### src/rtl/rle_decomp_pkg.sv
// ---------------------------------------------------------------------------
// rle_decomp_pkg
//   Shared definitions for the run-length stream decompressor.
//   - default width constants (RAM word, RAM address, code)
//   - state_t : controller states (IDLE, RUN, RD, MERGE, WR, DONE)
//   - code_val / code_len : split a code into its bit value (MSB) and its
//     run length (remaining low bits). Codes are passed zero-extended to 32
//     bits together with the real code width so one helper serves any width.
// ---------------------------------------------------------------------------
package rle_decomp_pkg;

  localparam int DEF_DATA_W = 16;
  localparam int DEF_ADDR_W = 16;
  localparam int DEF_CODE_W = 8;

  typedef enum logic [2:0] {
    IDLE  = 3'd0,
    RUN   = 3'd1,
    RD    = 3'd2,
    MERGE = 3'd3,
    WR    = 3'd4,
    DONE  = 3'd5
  } state_t;

  // Bit value carried by the code (its MSB).
  function automatic logic code_val(input logic [31:0] c, input int cw);
    return ((c >> (cw - 1)) & 32'd1) != 32'd0;
  endfunction

  // Run length carried by the code (all bits below the MSB).
  function automatic logic [31:0] code_len(input logic [31:0] c, input int cw);
    return c & ((32'd1 << (cw - 1)) - 32'd1);
  endfunction

endpackage

### src/rtl/rle_bit_packer.sv
// ---------------------------------------------------------------------------
// rle_bit_packer
//   Combinational fill generator. Marks the n bits starting at i_bit_idx and
//   going down, i.e. bits [i_bit_idx : i_bit_idx-i_n+1], and produces the
//   matching data pattern for a run of value i_run_val.
//   Callers guarantee i_n <= i_bit_idx+1, so the range never leaves the word.
//
// Ports
//   i_bit_idx  in   BIDX_W   highest bit to fill
//   i_n        in   BIDX_W+1 number of bits to fill (0..DATA_W)
//   i_run_val  in   1        value written into the filled bits
//   o_mask     out  DATA_W   1 for every bit covered by the fill
//   o_bits     out  DATA_W   fill data (o_mask when i_run_val, else 0)
// ---------------------------------------------------------------------------
module rle_bit_packer
  import rle_decomp_pkg::*;
#(
  parameter int DATA_W = DEF_DATA_W,
  parameter int BIDX_W = $clog2(DATA_W)
) (
  input  logic [BIDX_W-1:0] i_bit_idx,
  input  logic [BIDX_W:0]   i_n,
  input  logic              i_run_val,
  output logic [DATA_W-1:0] o_mask,
  output logic [DATA_W-1:0] o_bits
);

  localparam int N_W = BIDX_W + 1;

  logic [N_W-1:0] w_top;

  assign w_top = {1'b0, i_bit_idx};

  // Bit i is covered when it is at or below the top bit and within n of it:
  // i <= top and i > top - n, rewritten as i + n > top to stay unsigned.
  always_comb begin
    o_mask = '0;
    for (int i = 0; i < DATA_W; i++) begin
      if ((N_W'(i) <= w_top) && ((N_W'(i) + i_n) > w_top)) begin
        o_mask[i] = 1'b1;
      end
    end
    o_bits = i_run_val ? o_mask : '0;
  end

endmodule

### src/rtl/rle_stream_decompressor.sv
// ---------------------------------------------------------------------------
// rle_stream_decompressor
//   Expands a valid/ready stream of run-length codes into a bit stream and
//   packs it MSB-first into DATA_W-bit RAM words, starting at start_addr /
//   start_bit. Full words are written directly; a word only partly produced
//   by this job (first and/or last) is merged with the existing RAM contents
//   by read-modify-write. Words with no bits produced are never touched.
//
// Handshake: a code transfers on a rising clk edge where code_valid and
//   code_ready are both 1. code_ready depends only on internal state, never
//   on code_valid; the producer holds code stable while valid and not ready.
//
// Optional build macro RLE_DECOMP_STATS_EN adds the bit_count and
//   words_written statistics outputs.
//
// Ports
//   clk           in   1       clock
//   RST           in   1       synchronous active-low reset
//   start         in   1       begin a job (ignored unless idle)
//   start_addr    in   ADDR_W  first word address
//   start_bit     in   BIDX_W  first bit to write (DATA_W-1 = word aligned)
//   code_valid    in   1       code present
//   code_ready    out  1       code accepted when valid & ready
//   code          in   CODE_W  MSB = bit value, low bits = run length
//   flush         in   1       level: end the job once no code is pending
//   busy          out  1       job in progress
//   done          out  1       one-cycle pulse at job end
//   end_addr      out  ADDR_W  next word to write (held until next start)
//   end_bit       out  BIDX_W  next bit to write (held until next start)
//   ram_addr      out  ADDR_W  RAM address
//   ram_wdata     out  DATA_W  RAM write data
//   ram_rdata     in   DATA_W  RAM read data, valid 1 cycle after ram_rd
//   ram_rd        out  1       read strobe
//   ram_wr        out  1       write strobe
//   bit_count     out  32      (stats build) bits produced this job
//   words_written out  ADDR_W  (stats build) RAM writes this job
//   dbg_state     out  state_t current controller state
//
// Timing note: every output is a flop. Read/write strobes are registered on
// entry to RD / WR so they are visible during those states. The merge write
// needs ram_rdata, which is only valid during MERGE, so its strobe and data
// are registered at the end of MERGE and appear in the following cycle.
// ---------------------------------------------------------------------------
module rle_stream_decompressor
  import rle_decomp_pkg::*;
#(
  parameter int DATA_W = DEF_DATA_W,
  parameter int ADDR_W = DEF_ADDR_W,
  parameter int CODE_W = DEF_CODE_W,
  parameter int BIDX_W = $clog2(DATA_W)
) (
  input  logic              clk,
  input  logic              RST,
  input  logic              start,
  input  logic [ADDR_W-1:0] start_addr,
  input  logic [BIDX_W-1:0] start_bit,
  input  logic              code_valid,
  output logic              code_ready,
  input  logic [CODE_W-1:0] code,
  input  logic              flush,
  output logic              busy,
  output logic              done,
  output logic [ADDR_W-1:0] end_addr,
  output logic [BIDX_W-1:0] end_bit,
  output logic [ADDR_W-1:0] ram_addr,
  output logic [DATA_W-1:0] ram_wdata,
  input  logic [DATA_W-1:0] ram_rdata,
  output logic              ram_rd,
  output logic              ram_wr,
`ifdef RLE_DECOMP_STATS_EN
  output logic [31:0]       bit_count,
  output logic [ADDR_W-1:0] words_written,
`endif
  output state_t            dbg_state
);

  localparam int RUN_W = CODE_W - 1;
  localparam int N_W   = BIDX_W + 1;
  localparam logic [BIDX_W-1:0] TOP_BIT = BIDX_W'(DATA_W - 1);

  // State and datapath registers
  state_t            r_state, nxt_state;
  logic [ADDR_W-1:0] r_cur_addr, nxt_cur_addr;
  logic [BIDX_W-1:0] r_bit_idx, nxt_bit_idx;
  logic [DATA_W-1:0] r_word_buf, nxt_word_buf;
  logic [DATA_W-1:0] r_mask, nxt_mask;
  logic              r_run_val, nxt_run_val;
  logic [RUN_W-1:0]  r_run_left, nxt_run_left;
  logic              r_full, nxt_full;     // bit 0 of the current word filled

  // Registered outputs
  logic              r_busy, nxt_busy;
  logic              r_done, nxt_done;
  logic              r_code_ready, nxt_code_ready;
  logic              r_ram_rd, nxt_ram_rd;
  logic              r_ram_wr, nxt_ram_wr;
  logic [ADDR_W-1:0] r_ram_addr, nxt_ram_addr;
  logic [DATA_W-1:0] r_ram_wdata, nxt_ram_wdata;
  logic [ADDR_W-1:0] r_end_addr, nxt_end_addr;
  logic [BIDX_W-1:0] r_end_bit, nxt_end_bit;

  // Datapath wires
  logic [N_W-1:0]    w_room;       // bits still free in the word
  logic [N_W-1:0]    w_n;          // bits filled this cycle
  logic              w_hit_bit0;   // this fill reaches bit 0
  logic [DATA_W-1:0] w_fill_mask;
  logic [DATA_W-1:0] w_fill_bits;
  logic [DATA_W-1:0] w_fill_buf;
  logic [DATA_W-1:0] w_fill_mask_all;
  logic [DATA_W-1:0] w_merge;
  logic              w_accept;
  logic              w_flush_go;
  logic              w_code_val;
  logic [RUN_W-1:0]  w_code_len;

  assign w_room = {1'b0, r_bit_idx} + N_W'(1);
  // n = min(run_left, bit_idx+1); the narrowing cast only applies when
  // run_left is smaller than the room, so it never loses bits.
  assign w_n        = (32'(r_run_left) < 32'(w_room)) ? N_W'(r_run_left) : w_room;
  assign w_hit_bit0 = (w_n == w_room);

  rle_bit_packer #(
    .DATA_W (DATA_W),
    .BIDX_W (BIDX_W)
  ) u_packer (
    .i_bit_idx (r_bit_idx),
    .i_n       (w_n),
    .i_run_val (r_run_val),
    .o_mask    (w_fill_mask),
    .o_bits    (w_fill_bits)
  );

  assign w_fill_buf      = (r_word_buf & ~w_fill_mask) | w_fill_bits;
  assign w_fill_mask_all = r_mask | w_fill_mask;
  assign w_merge         = (r_word_buf & r_mask) | (ram_rdata & ~r_mask);

  assign w_accept   = code_valid && r_code_ready;
  // A pending code always beats flush; flush also waits for the run to drain.
  assign w_flush_go = flush && !code_valid && (r_run_left == '0);

  assign w_code_val = code_val(32'(code), CODE_W);
  assign w_code_len = RUN_W'(code_len(32'(code), CODE_W));

  // Next-state / next-output logic
  always_comb begin
    nxt_state      = r_state;
    nxt_cur_addr   = r_cur_addr;
    nxt_bit_idx    = r_bit_idx;
    nxt_word_buf   = r_word_buf;
    nxt_mask       = r_mask;
    nxt_run_val    = r_run_val;
    nxt_run_left   = r_run_left;
    nxt_full       = r_full;
    nxt_ram_rd     = 1'b0;
    nxt_ram_wr     = 1'b0;
    nxt_ram_addr   = r_ram_addr;
    nxt_ram_wdata  = r_ram_wdata;
    nxt_end_addr   = r_end_addr;
    nxt_end_bit    = r_end_bit;
    nxt_busy       = 1'b0;
    nxt_done       = 1'b0;
    nxt_code_ready = 1'b0;

    case (r_state)
      IDLE: begin
        if (start) begin
          nxt_state    = RUN;
          nxt_cur_addr = start_addr;
          nxt_bit_idx  = start_bit;
          nxt_word_buf = '0;
          nxt_mask     = '0;
          nxt_run_left = '0;
          nxt_full     = 1'b0;
        end
      end

      RUN: begin
        if (r_run_left != '0) begin
          nxt_word_buf = w_fill_buf;
          nxt_mask     = w_fill_mask_all;
          nxt_run_left = r_run_left - RUN_W'(w_n);
          if (w_hit_bit0) begin
            // Word complete: fully produced -> plain write, else RMW.
            nxt_full     = 1'b1;
            nxt_ram_addr = r_cur_addr;
            if (w_fill_mask_all == '1) begin
              nxt_state     = WR;
              nxt_ram_wr    = 1'b1;
              nxt_ram_wdata = w_fill_buf;
            end else begin
              nxt_state  = RD;
              nxt_ram_rd = 1'b1;
            end
          end else begin
            nxt_bit_idx = r_bit_idx - BIDX_W'(w_n);
          end
        end else if (w_accept) begin
          // Zero-length codes land here too and leave run_left at 0.
          nxt_run_val  = w_code_val;
          nxt_run_left = w_code_len;
        end else if (w_flush_go) begin
          if (r_mask != '0) begin
            nxt_state    = RD;
            nxt_ram_rd   = 1'b1;
            nxt_ram_addr = r_cur_addr;
          end else begin
            nxt_state = DONE;
          end
        end
      end

      WR: begin
        nxt_cur_addr = r_cur_addr + ADDR_W'(1);
        nxt_bit_idx  = TOP_BIT;
        nxt_mask     = '0;
        nxt_word_buf = '0;
        nxt_full     = 1'b0;
        nxt_state    = w_flush_go ? DONE : RUN;
      end

      RD: begin
        nxt_state = MERGE;
      end

      MERGE: begin
        nxt_ram_wr    = 1'b1;
        nxt_ram_wdata = w_merge;
        if (r_full) begin
          nxt_cur_addr = r_cur_addr + ADDR_W'(1);
          nxt_bit_idx  = TOP_BIT;
          nxt_mask     = '0;
          nxt_word_buf = '0;
          nxt_full     = 1'b0;
          nxt_state    = w_flush_go ? DONE : RUN;
        end else begin
          // Flush of a partial word: position stays on this word.
          nxt_state = DONE;
        end
      end

      DONE: begin
        nxt_state = IDLE;
      end

      default: begin
        nxt_state = IDLE;
      end
    endcase

    nxt_busy       = (nxt_state == RUN) || (nxt_state == RD) ||
                     (nxt_state == MERGE) || (nxt_state == WR);
    nxt_done       = (nxt_state == DONE);
    nxt_code_ready = (nxt_state == RUN) && (nxt_run_left == '0);
    if ((nxt_state == DONE) && (r_state != DONE)) begin
      nxt_end_addr = nxt_cur_addr;
      nxt_end_bit  = nxt_bit_idx;
    end
  end

  // State register
  always_ff @(posedge clk) begin
    if (!RST) begin
      r_state <= IDLE;
    end else begin
      r_state <= nxt_state;
    end
  end

  // Datapath and output registers
  always_ff @(posedge clk) begin
    if (!RST) begin
      r_cur_addr   <= '0;
      r_bit_idx    <= TOP_BIT;
      r_word_buf   <= '0;
      r_mask       <= '0;
      r_run_val    <= 1'b0;
      r_run_left   <= '0;
      r_full       <= 1'b0;
      r_busy       <= 1'b0;
      r_done       <= 1'b0;
      r_code_ready <= 1'b0;
      r_ram_rd     <= 1'b0;
      r_ram_wr     <= 1'b0;
      r_ram_addr   <= '0;
      r_ram_wdata  <= '0;
      r_end_addr   <= '0;
      r_end_bit    <= TOP_BIT;
    end else begin
      r_cur_addr   <= nxt_cur_addr;
      r_bit_idx    <= nxt_bit_idx;
      r_word_buf   <= nxt_word_buf;
      r_mask       <= nxt_mask;
      r_run_val    <= nxt_run_val;
      r_run_left   <= nxt_run_left;
      r_full       <= nxt_full;
      r_busy       <= nxt_busy;
      r_done       <= nxt_done;
      r_code_ready <= nxt_code_ready;
      r_ram_rd     <= nxt_ram_rd;
      r_ram_wr     <= nxt_ram_wr;
      r_ram_addr   <= nxt_ram_addr;
      r_ram_wdata  <= nxt_ram_wdata;
      r_end_addr   <= nxt_end_addr;
      r_end_bit    <= nxt_end_bit;
    end
  end

`ifdef RLE_DECOMP_STATS_EN
  logic [31:0]       r_bit_count;
  logic [ADDR_W-1:0] r_words_written;

  always_ff @(posedge clk) begin
    if (!RST) begin
      r_bit_count     <= '0;
      r_words_written <= '0;
    end else if ((r_state == IDLE) && start) begin
      r_bit_count     <= '0;
      r_words_written <= '0;
    end else begin
      if ((r_state == RUN) && (r_run_left != '0)) begin
        r_bit_count <= r_bit_count + 32'(w_n);
      end
      if (nxt_ram_wr) begin
        r_words_written <= r_words_written + ADDR_W'(1);
      end
    end
  end

  assign bit_count     = r_bit_count;
  assign words_written = r_words_written;
`endif

  assign busy       = r_busy;
  assign done       = r_done;
  assign code_ready = r_code_ready;
  assign ram_rd     = r_ram_rd;
  assign ram_wr     = r_ram_wr;
  assign ram_addr   = r_ram_addr;
  assign ram_wdata  = r_ram_wdata;
  assign end_addr   = r_end_addr;
  assign end_bit    = r_end_bit;
  assign dbg_state  = r_state;

endmodule

### config.mk
export PLATFORM = sky130hd
export DESIGN_NAME = rle_stream_decompressor
export DESIGN_NICKNAME = d
export VERILOG_FILES = /design/src/rtl/rle_decomp_pkg.sv /design/src/rtl/rle_bit_packer.sv /design/src/rtl/rle_stream_decompressor.sv
export SDC_FILE = /design/constraint.sdc
export NUM_CORES = 1
export LEC_CHECK = 0
export BUFFER_PORTS_ARGS = -buffer_cell sky130_fd_sc_hd__buf_2
export CAP_MARGIN = 20
export CORE_ASPECT_RATIO = 1.75
export CORE_UTILIZATION = 30
export DETAILED_ROUTE_END_ITERATION = 10
export GPL_TIMING_DRIVEN = 0
export MAX_ROUTING_LAYER = met4
export SLEW_MARGIN = 10
export SYNTH_ARGS = -nofsm -noshare
export SYNTH_HDL_FRONTEND = slang
export SYNTH_SLANG_ARGS = --single-unit
### constraint.sdc
create_clock -name clk -period 7.2 [get_ports clk]
set_input_delay 1.44 -clock clk [delete_from_list [all_inputs] [get_ports clk]]
set_output_delay 1.44 -clock clk [all_outputs]
set_load 0.05 [all_outputs]
After elaboration in Yosys (flattened, before gate mapping). Index checks and enable logic that the tools add are counted.

Register bits after elaboration: 121. Input bits: 49. Output and inout port bits: 60. Logic and storage cells: 208.

Add/subtract/negate cells: 19. Order comparisons: 33. Eq/ne operators: 19. Multiplexer cells: 69. Bitwise operators: 9. Reductions and logical operators: 42.

Operators by type and width (number): $mux W16 (15); $pmux W16 S4 (2); $gt A5 B4 Y1 (16); $and A16 B16 Y16 (3); $or A16 B16 Y16 (3); $pmux W16 S3 (1); $add A4 B5 Y5 const A (8); $le A4 B4 Y1 const A (8); $not A16 Y16 (2); $pmux W16 S2 (1); $mux W1 (28); $mux W3 (9); $logic_and A1 B1 Y1 (21); $mux W7 (3); $add A3 B5 Y5 const A (4); $add A16 B1 Y16 const B (1); $eq A16 B16 Y1 const B (1); $le A3 B4 Y1 const A (4); $mux W4 (4); $pmux W4 S4 (1); $reduce_bool A16 Y1 (1); $pmux W3 S5 (1); $logic_not A7 Y1 (2); $pmux W7 S2 (1); 31 further kinds (51).

Logic depth before layout (Yosys ltp). Gate-level depths: netlist of the first run.

Depth after elaboration: 17. Gate-level depth with buffers: 29. Mapped depth without buffers: 26.

By module. A second synthesis of the first run with hierarchy kept.

Cells, all modules: 1028. Area, all modules: 8249.2 um^2.

By module, submodules not included: rle_stream_decompressor (times used 1, cells an instance 761, area an instance 6406.1 um^2, sequential area each 2422.3 um^2); rle_bit_packer (times used 1, cells an instance 267, area an instance 1843.0 um^2, sequential area each 0.0 um^2).

Worst setup path after synthesis of the first run. Ideal clock, no wire load.

Path type: reg-to-reg. Start point: register r_bit_idx[0]. End point: register r_ram_wdata[0], in the netlist ram_wdata[0]. Setup time: 104 ps. Arrival: 5586 ps. Data required time: 7096 ps. Setup slack: 1510 ps. Stages on the path, launching flop included: 27. Path buffers: 1. Period minus slack after synthesis: 5690 ps. Cell sequence: dfxtp_1 > buf_2 > inv_1 > ha_1 > inv_1 > ha_1 > o21ai_0 > o21bai_1 > o211a_2 > nor4_1 > a2bb2oi_2 > nor2_1 > or2_2 > inv_1 > ha_1 > nand4b_1 > o21ai_0 > a21oi_1 > o32ai_1 > a2111oi_2 > o221ai_1 > a211o_1 > nor4_2 > o2111ai_2 > o21ai_4 > a21oi_1 > a2111oi_2.

Longest elaborated chain between the ends: 13. Elaborated cells on any way between the ends: 96. Classes of those cells: add/sub: 16; order compare: 33; eq/ne: 4; mux: 22; bitwise: 4; reduce/logical: 17.

RTL lines: start: declaration (line rle_stream_decompressor.sv:84) `logic [BIDX_W-1:0] r_bit_idx, nxt_bit_idx;`; start signal: assignment (line rle_stream_decompressor.sv:290) `r_bit_idx <= nxt_bit_idx;`; branches (longest 13 deep; another with $lt A7 B5 Y1); end signal: assignment (line rle_stream_decompressor.sv:302) `r_ram_wdata <= nxt_ram_wdata;`; end: declaration (line rle_stream_decompressor.sv:98) `logic [DATA_W-1:0] r_ram_wdata, nxt_ram_wdata;`.

Parallel ways; which one is timed is not known. The select of a mux whose other input is x is not followed. A chain may end at the register's enable or synchronous reset.

Worst setup path after layout of the first run.
Start point: register r_bit_idx[0]. End point: register r_ram_wdata[4], in the netlist ram_wdata[4].

Longest elaborated chain between the ends: 14. Elaborated cells on any way between the ends: 96. Classes of those cells: add/sub: 16; order compare: 33; eq/ne: 4; mux: 22; bitwise: 4; reduce/logical: 17.

RTL lines: $add A4 B1 Y5 (line rle_stream_decompressor.sv:116) `assign w_room = {1'b0, r_bit_idx} + N_W'(1);`; $lt A7 B5 Y1 (line rle_stream_decompressor.sv:119) `assign w_n = (32'(r_run_left) < 32'(w_room)) ? N_W'(r_run_left) : w_room;`; $mux W5 (line rle_stream_decompressor.sv:119); $add A3 B5 Y5 (line rle_bit_packer.sv:39) `if ((N_W'(i) <= w_top) && ((N_W'(i) + i_n) > w_top)) begin`; $gt A5 B4 Y1 (line rle_bit_packer.sv:39); $logic_and A1 B1 Y1 (line rle_bit_packer.sv:39); $mux W1 (line rle_bit_packer.sv:39); $not A16 Y16 (line rle_stream_decompressor.sv:133) `assign w_fill_buf = (r_word_buf & ~w_fill_mask) | w_fill_bits;`; $and A16 B16 Y16 (line rle_stream_decompressor.sv:133); $or A16 B16 Y16 (line rle_stream_decompressor.sv:133); $mux W16 (line rle_stream_decompressor.sv:186) `if (w_fill_mask_all == '1) begin`; $mux W16 (line rle_stream_decompressor.sv:182) `if (w_hit_bit0) begin`; $mux W16 (line rle_stream_decompressor.sv:178) `if (r_run_left != '0) begin`; $pmux W16 S2 (line rle_stream_decompressor.sv:164) `case (r_state)`.

Several ways; a longest one is shown, not always the timed one. The select of a mux whose other input is x is not followed.

==> results of run 1 <==
==> cell families after synthesis <==
kind of cell / share of synthesized area [%]
adder cells (fa/ha/maj): 6.315
multiplexers: 4.821
AND/OR/NAND/NOR: 24.54
flip-flops: 29.82
AO/OA/AOI/OAI: 26.06
buffers and inverters: 5.222
XOR/XNOR: 3.219
==> cell type report <==
cell class                      instances  area [um2]
Timing Repair Buffer                  109       563.0
Multi-Input combinational cell        859        5343
Clock buffer                           20       446.7
Inverter                               42       162.7
Antenna cell                            1       2.502
Clock inverter                         12       126.4
Sequential cell                       121        2422
Buffer                                 61       265.3
Tap cell                              324       405.4
Fill cell                            2805       16850
==> worst min path at each step <==
stage                         from           end  slack (ns)  cells past startpoint
floorplan           r_cur_addr[15]  ram_addr[15]        0.44                      2
detailed placement    end_addr[14]  end_addr[14]        0.44                      2
global route           ram_addr[4]   ram_addr[4]        0.47                      2
global placement      end_addr[10]  end_addr[10]        0.44                      2
finish                end_addr[14]  end_addr[14]        0.45                      2
CTS                   end_addr[14]  end_addr[14]        0.46                      2
==> cell usage in the layout, fill, tap and decap left out, types with 6 or more instances in the layout <==
master     synthesis  final
xnor2_1           27     27
and3_1            13     13
nor3_1            20     20
ha_1              41     40
a221oi_1           7      7
clkbuf_1          44     45
nand3_1           45     45
a22oi_1            7      7
o22ai_1            6      6
nand2_1          136    135
a21oi_1          116    115
buf_4              6      7
clkbuf_16          0     17
o21ai_0           55     55
o211ai_1           7      7
and2_1            15     15
a2111oi_2          8      8
a31oi_1           18     18
buf_2              8    114
nor4_1             8      7
nand2b_1          22     22
nor2_1           127    127
o21a_1            10     10
nor2b_1           19     19
a211oi_1          13     12
dfxtp_1          121    121
mux2i_1           33     33
inv_1             37     37
==> worst register-to-register path, stage by stage, from the launching register on <==
cell and delay, ns:
dfxtp_1 0.38, buf_2 0.26, inv_1 0.23, ha_4 0.38, inv_1 0.11, ha_1 0.28
o21ai_0 0.20, o21bai_2 0.15, o211a_2 0.38, nor4_2 0.42, a2bb2oi_2 0.37, nor2_1 0.13
or2_2 0.33, inv_1 0.06, ha_1 0.22, nand4b_1 0.08, o21ai_0 0.10, a21oi_2 0.22
o32ai_1 0.13, a2111oi_2 0.38, o221ai_1 0.16, a211o_1 0.29, nor4_4 0.37, o2111ai_4 0.26
o21ai_4 0.23, buf_12 0.15, a21oi_1 0.09, a2111oi_2 0.37
==> timing repair <==
item / 4_1_cts / 5_1_grt
pin swaps: 1 / 1
resized for setup: 5 / 9
endpoints found under the setup margin: 17 / 20
setup buffers: 1 / 0
==> registers in the layout, indices dropped and copies added, names as in the netlist, 3 cells and up <==
register,flops
end_addr,16
r_cur_addr,16
r_mask,16
r_word_buf,16
ram_addr,16
ram_wdata,16
r_run_left,7
end_bit,4
r_bit_idx,4
dbg_state,3
==> metal layers <==
metal | GRT usage, % | vias to the layer above | wire length (um)
met3 | 3.593 | 140 | 1230
met2 | 43.61 | 311 | 16810
met5 | - | - | 0
li1 | - | 4167 | -
met4 | 17.43 | 0 | 2193
met1 | 20.30 | 4066 | 10720
==> through the flow <==
| step | instance area (um2) | utilization, % |
|---|---|---|
| after floorplan | 8123 | - |
| after global placement | 9064 | 34.09 |
| after detailed placement | 9071 | 34.12 |
| after CTS | 9703 | 36.49 |
| after global routing | 9737 | 36.62 |
| final | 9737 | 36.62 |
==> cells in the mapped netlist, drive strengths merged, types with 15 or more instances <==
master,number,area [um2]
nor2,128,483.0
buf,17,96.34
nand2,137,516.8
xnor2,28,252.8
o21ai,59,310.3
ha,41,513.0
nand2b,22,137.6
a31oi,18,112.6
dfxtp,121,2422
clkbuf,44,165.2
nor3,22,120.1
nor2b,19,118.9
and2,15,93.84
nand3,45,225.2
inv,42,162.6
a21oi,117,589.3
mux2i,35,357.9
==> results by group, run 1 <==
Clock network
  • CTS tree: yes
  • Hold-fix buffers, CTS: 0
  • Clock tree buffer depth: 2
  • Clk_lat worst skew: 0.43 ns
  • Clock sinks: ~120
  • CTS HTree Levels: 4
  • CTS root buf: clkbuf_16
  • TritonCTS buffer count: 17
  • Reg clk slew, reported paths: 0.06 ns

STA
  • Sum of negative setup slack: 0 ns
  • Hold Fails Final Rpt: 0
  • Minimum clock period: 6.829 ns
  • RSZ-0062 raised after global routing: no
  • Setup Skew: 0.009586 ns
  • Tcrit/Tclk final: 94.84%
  • Setup violators final: 0
  • Max-slew violations: 0
  • F_max: roughly 0.15 GHz
  • Slew margin rel.: 36.84%
  • Worst slew pin tran: 0.9439 ns
  • WHS: around 0.45 ns
  • Fin worst setup slack: about 0.37 ns

Setup path
  • Most frequent CP cell: inv_1
  • Worst Reg-to-Reg Cells: 27
  • Worst setup SP type: flip-flop
  • Critical Path AT: 7.14 ns
  • Worst path slowest cell: nor4_2
  • Req. time, crit path: 7.51 ns
  • CP Capture Point: ram_wdata[4]
  • Critical path's largest stage delay: approximately 0.42 ns
  • Crit end category: flip-flop
  • Worst path bufs/invs: 5
  • WP depth: 27
  • CP Max Fanout: 10
  • Critical Path Source: r_bit_idx[0]
  • FF-to-FF setup slack: 0.37 ns
  • Worst R2R Start: r_bit_idx[0]
  • RR Endpoint: ram_wdata[4]
  • CP delay by family, top: compound AO/OA/AOI/OAI gates
  • Setup CP Type: reg2reg

Cells and area
  • Syn-to-layout area delta: 19.87%
  • Ratio of cells with drive above 1 in the final layout: 16.18%
  • Final nets: 1301
  • Finished Layout Cells: ~1500

Floorplanning
  • Initial Util: 30.55%
  • Chip Width: 126.4 um
  • Die H: 219.7 um
  • Rows: 79
  • Ports: roughly 110
  • Core Region: 26590 um2
  • Die ar.: 27760 um2

GRT
  • Initial antenna violation count: 1
  • GRT overflow: 0
  • First-pass GRT wire length: 46980 um
  • Pin count of the biggest net entering global routing: 26
  • GR Util All Layers: 23.00%
  • Vias in the first global route: 8682

Place
  • Dpl hpwl: 24700 um
  • Placed cells: 1515
  • Port buffer count: around 110
  • Pre-CTS setup slack: -0.2367 ns
  • Routability Congestion: 0.9608

Yosys
  • Post-Synthesis Net Count: 1173
  • Mapped Area: 8123 um2
  • EDFF count, synth: 0
  • Sequential area share after synthesis: 29.82%
  • Async SR Flop Fraction: 0%
  • Cells after synthesis: 1083
  • Avg Inst Size Synth: 7.500 um2
  • Unique cell type count in the Yosys netlist: between 80 and 90
  • YS warnings: 0
  • Ys flop type: dfxtp_1
  • Synthesis-stage register bit count: around 120

Routing
  • DRC viols: 0
  • Drt pass-1 iters: 5
  • ANT nets after route: 0
  • 1st-iter DRT viols: 487
  • Final WL: 30960 um
  • Via count: about 8700
  • DR WL/cell: 19.98 um
  • Drt via density: between 5 and 6

Outcome
  • Status: complete, no violations

Hold path
  • Hold Crit Class: reg2reg

Flow run
  • Max-cap violations: 0
Power of run 1 is not shown: default switching activity piles up to over one toggle a cycle in this logic, so the estimate is an artifact.
==> inputs of run 2 (changes only) <==
--- a/config.mk
+++ b/config.mk
@@ -5,6 +5,7 @@
 export SDC_FILE = /design/constraint.sdc
 export NUM_CORES = 1
 export LEC_CHECK = 0
+export ABC_AREA = 1
 export BUFFER_PORTS_ARGS = -buffer_cell sky130_fd_sc_hd__buf_2
 export CAP_MARGIN = 20
 export CORE_ASPECT_RATIO = 1.75
@@ -15,4 +16,5 @@
 export SLEW_MARGIN = 10
 export SYNTH_ARGS = -nofsm -noshare
 export SYNTH_HDL_FRONTEND = slang
+export SYNTH_HIERARCHICAL = 1
 export SYNTH_SLANG_ARGS = --single-unit
==> run 2 against run 1 <==
Compared with the run above:
- synthesized cell count rose by 19%
- first-iteration DRC count shrank 12%
- maximum frequency up 6.4%
- worst setup slack better by 0.41 ns
- flip-flop and latch count did not move
- global-route usage decreased by 1.8 points
- clock skew is essentially flat
- register-to-register slack improved by 0.41 ns
- via count grew 2.2%
- sequential share of layout area shrank 0.52 points
- routed wire length is 6.8% lower
==> results by group, run 2 <==
Routing
  • Drt pass-1 iters: 4 (was 5)
  • Drt via density: 4.939 (was 5.606)
  • 1st-iter DRT viols: 429 (was 487)
  • DR WL/cell: 16.07 um (was 19.98 um)
  • Final WL: 28870 um (was 30960 um)
  • Via count: 8871 (was 8684)
  • ANT nets after route: 0 (unchanged)
  • DRC viols: 0 (unchanged)

Setup path
  • Critical path's largest stage delay: 0.51 ns (was 0.42 ns)
  • Worst setup SP type: flip-flop (unchanged)
  • Worst path slowest cell: dfxtp_2 (was nor4_2)
  • Critical Path AT: 6.77 ns (was 7.14 ns)
  • RR Endpoint: ram_wdata[15] (was ram_wdata[4])
  • Worst R2R Start: r_bit_idx[0] (unchanged)
  • CP Max Fanout: 11 (was 10)
  • Most frequent CP cell: nand2_1 (was inv_1)
  • Crit end category: flip-flop (unchanged)
  • Req. time, crit path: 7.56 ns (was 7.51 ns)
  • FF-to-FF setup slack: 0.78 ns (was 0.37 ns)
  • Setup CP Type: reg2reg (unchanged)
  • Worst Reg-to-Reg Cells: 37 (was 27)

Floorplanning
  • Die H: 223.0 um (was 219.7 um)
  • Rows: 80 (was 79)
  • Chip Width: 128.3 um (was 126.4 um)
  • Die ar.: 28600 um2 (was 27760 um2)
  • Ports: 109 (unchanged)
  • Core Region: 27330 um2 (was 26590 um2)
  • Initial Util: 30.64% (was 30.55%)

Place
  • Dpl hpwl: 23020 um (was 24700 um)
  • Pre-CTS setup slack: 0.5385 ns (was -0.2367 ns)
  • Port buffer count: 108 (was 107)
  • Routability Congestion: 0.9445 (was 0.9608)

Cells and area
  • Commonest non-fill, non-tap cell in the layout: nand2_1 (unchanged)
  • Final nets: 1521 (was 1301)
  • Ratio of cells with drive above 1 in the final layout: 14.93% (was 16.18%)
  • Final Core Density: 36.44% (was 36.62%)
  • Commonest cells after routing, fill and taps aside: nand2_1, nor2_1, inv_1, dfxtp_1, buf_2 (was nand2_1, nor2_1, dfxtp_1, a21oi_1, buf_2)
  • Syn-to-layout area delta: 18.94% (was 19.87%)
  • # diodes: 0 (was 1)

Yosys
  • Sequential area share after synthesis: 28.93% (was 29.82%)
  • Unique cell type count in the Yosys netlist: 54 (was 81)
  • YS warnings: 6 (was 0)
  • EDFF count, synth: 0 (unchanged)
  • Main area contributors after synthesis: dfxtp_1, nand2_1, nor2_1 (was dfxtp_1, a21oi_1, ha_1)
  • Synthesis-stage register bit count: 121 (unchanged)
  • Cells after synthesis: 1287 (was 1083)
  • Synth top area share: 28.93% (was 29.82%)
  • Synth top cells by count: nand2_1, nor2_1, inv_1, dfxtp_1, o21ai_0 (was nand2_1, nor2_1, dfxtp_1, a21oi_1, o21ai_0)
  • Ys flop type: dfxtp_1 (unchanged)
  • Cell with the most instances after synthesis: nand2_1 (unchanged)
  • Synth area leader: dfxtp_1 (unchanged)
  • Avg Inst Size Synth: 6.505 um2 (was 7.500 um2)
  • Post-Synthesis Net Count: 1394 (was 1173)
  • Async SR Flop Fraction: 0% (unchanged)
  • Mapped Area: 8372 um2 (was 8123 um2)

STA
  • Max-slew violations: 0 (unchanged)
  • F_max: 0.1559 GHz (was 0.1464 GHz)
  • Tcrit/Tclk final: 89.11% (was 94.84%)
  • Slew margin rel.: 45.01% (was 36.84%)
  • Setup violators final: 0 (unchanged)
  • Sum of negative setup slack: 0 ns (unchanged)
  • Fin worst setup slack: 0.7841 ns (was 0.3713 ns)
  • RSZ-0062 raised after global routing: no (unchanged)
  • Minimum clock period: 6.416 ns (was 6.829 ns)
  • Worst slew pin tran: 0.8240 ns (was 0.9439 ns)
  • Setup Skew: 0.009400 ns (was 0.009586 ns)
  • Hold Fails Final Rpt: 0 (unchanged)

Clock network
  • Clock sinks: 121 (unchanged)
  • CTS tree: yes (unchanged)
  • Clk_lat worst skew: 0.44 ns (was 0.43 ns)
  • Clock tree buffer depth: 2 (unchanged)
  • Postcts setup bufs: 0 (was 1)
  • Reg clk slew, reported paths: 0.06 ns (about the same)
  • CTS HTree Levels: 4 (unchanged)
  • TritonCTS buffer count: 17 (unchanged)
  • CTS root buf: clkbuf_16 (unchanged)

Pwr
  • Peak supply drop: 0.2925 mV
  • Pleak: roughly 5 nW
  • PwrDens: 529.6 nW/um2

Hold path
  • WHS Endpoint: ram_wdata[11] (was end_addr[14])
  • Critical hold path startpoint: ram_wdata[11] (was end_addr[14])
  • Hold Crit Class: reg2reg (unchanged)
  • Hold Crit Depth: 1 (was 2)

Flow run
  • Max-cap violations: 0 (unchanged)

GRT
  • GR Util All Layers: 21.24% (was 23.00%)
  • Met2 Use GR: 37.07% (was 43.61%)
  • Initial antenna violation count: 0 (was 1)
  • Vias in the first global route: 8656 (was 8682)
  • Met1 Use GR: 19.52% (was 20.30%)
  • First-pass GRT wire length: 44680 um (was 46980 um)
  • Met3 Use GR: 3.165% (was 3.593%)
  • Pin count of the biggest net entering global routing: 23 (was 26)
  • GRT Max-Usage Layer: met2 (unchanged)
  • GRT overflow: 0 (unchanged)

Outcome
  • Status: complete, no violations (unchanged)
==> run 2: cell count changes after synthesis, moves of 23 or more <==
cell and delta:
inv_1 +139, nand2_1 +139, nor2_1 +71, a21oi_1 -62, mux2i_1 -33, o21ai_0 +29, nand3_1 +26, xnor2_1 -23
==> run 2: logic make-up (layout without fill, tap and decap cells) <==
family,count (synthesis),in the layout,share of synthesized area [%]
buffers and inverters,225,365,11.01
adders and majority gates,58,58,8.668
DFF,121,121,28.93
xor gates and xnor gates,18,18,1.973
and+or+nand+nor,653,653,34.33
AOI/OAI and AO/OA,212,212,15.08
==> run 2: worst max path at each step <==
stage                             from       endpoint  slack [ns]  cells after the start
after floorplan           r_bit_idx[0]   end_addr[10]        1.91                     37
after global placement    r_bit_idx[0]  ram_wdata[14]        0.16                     36
after detailed placement  r_bit_idx[0]  ram_wdata[15]        0.54                     36
after CTS                 r_bit_idx[0]  ram_wdata[15]        0.50                     36
after global routing      r_bit_idx[0]  ram_wdata[15]        0.11                     35
final                     r_bit_idx[0]  ram_wdata[15]        0.78                     37
==> run 2: layout make-up <==
type | instances | area (um2)
sequential | 121 | 2425
inverter | 186 | 700.7
clock inverter | 14 | 137.6
timing repair buffer | 108 | 540.5
multi-input combinational | 941 | 5031
buffer | 39 | 221.5
tap | 369 | 461.7
fill | 2961 | 17370
clock buffer | 18 | 439.2
==> run 2: worst max-delay path, delay by kind of cell, from the launching register on <==
kind / cells / cell delay, ns
compound gates: 3 / 0.52
fa+ha+maj: 4 / 1.10
buf+inv: 9 / 1.58
flops: 1 / 0.51
xor+xnor: 2 / 0.48
simple gates: 19 / 2.13
==> run 2: layer usage <==
metal / up-vias / part of all wire (%)
li1: 4446 / -
met1: 4016 / 35
met4: 0 / 10
met3: 130 / 3.8
met5: - / 0
met2: 279 / 51
==> run 2: what timing repair did <==
| action | CTS | global route |
|---|---|---|
| endpoints found under the setup margin | 0 | 34 |
| hold buffers | 0 | 0 |
| gates resized for setup | 0 | 3 |
==> run 2: metrics by stage <==
stage	area [um2]	instances	hold slack (ns)	power, W
global placement	9374	1764	0.4495	0.004369
global route	9957	1796	0.4942	0.005738
floorplan	8372	1287	0.4407	0.003456
detailed placement	9374	1764	0.4578	0.004403
CTS	9951	1796	0.4717	0.005255
finish	9957	1796	0.4677	0.005273
==> run 2: report_power, final <==
part | switching, W | internal [W] | total, W
clock | 0.000346 | 0.000490 | 0.000835
combinational | 0.00244 | 0.00107 | 0.00351
sequential | 0.000124 | 0.000802 | 0.000926
total | 0.00291 | 0.00236 | 0.00527
No activity file was read; power rests on OpenSTA's default activity.
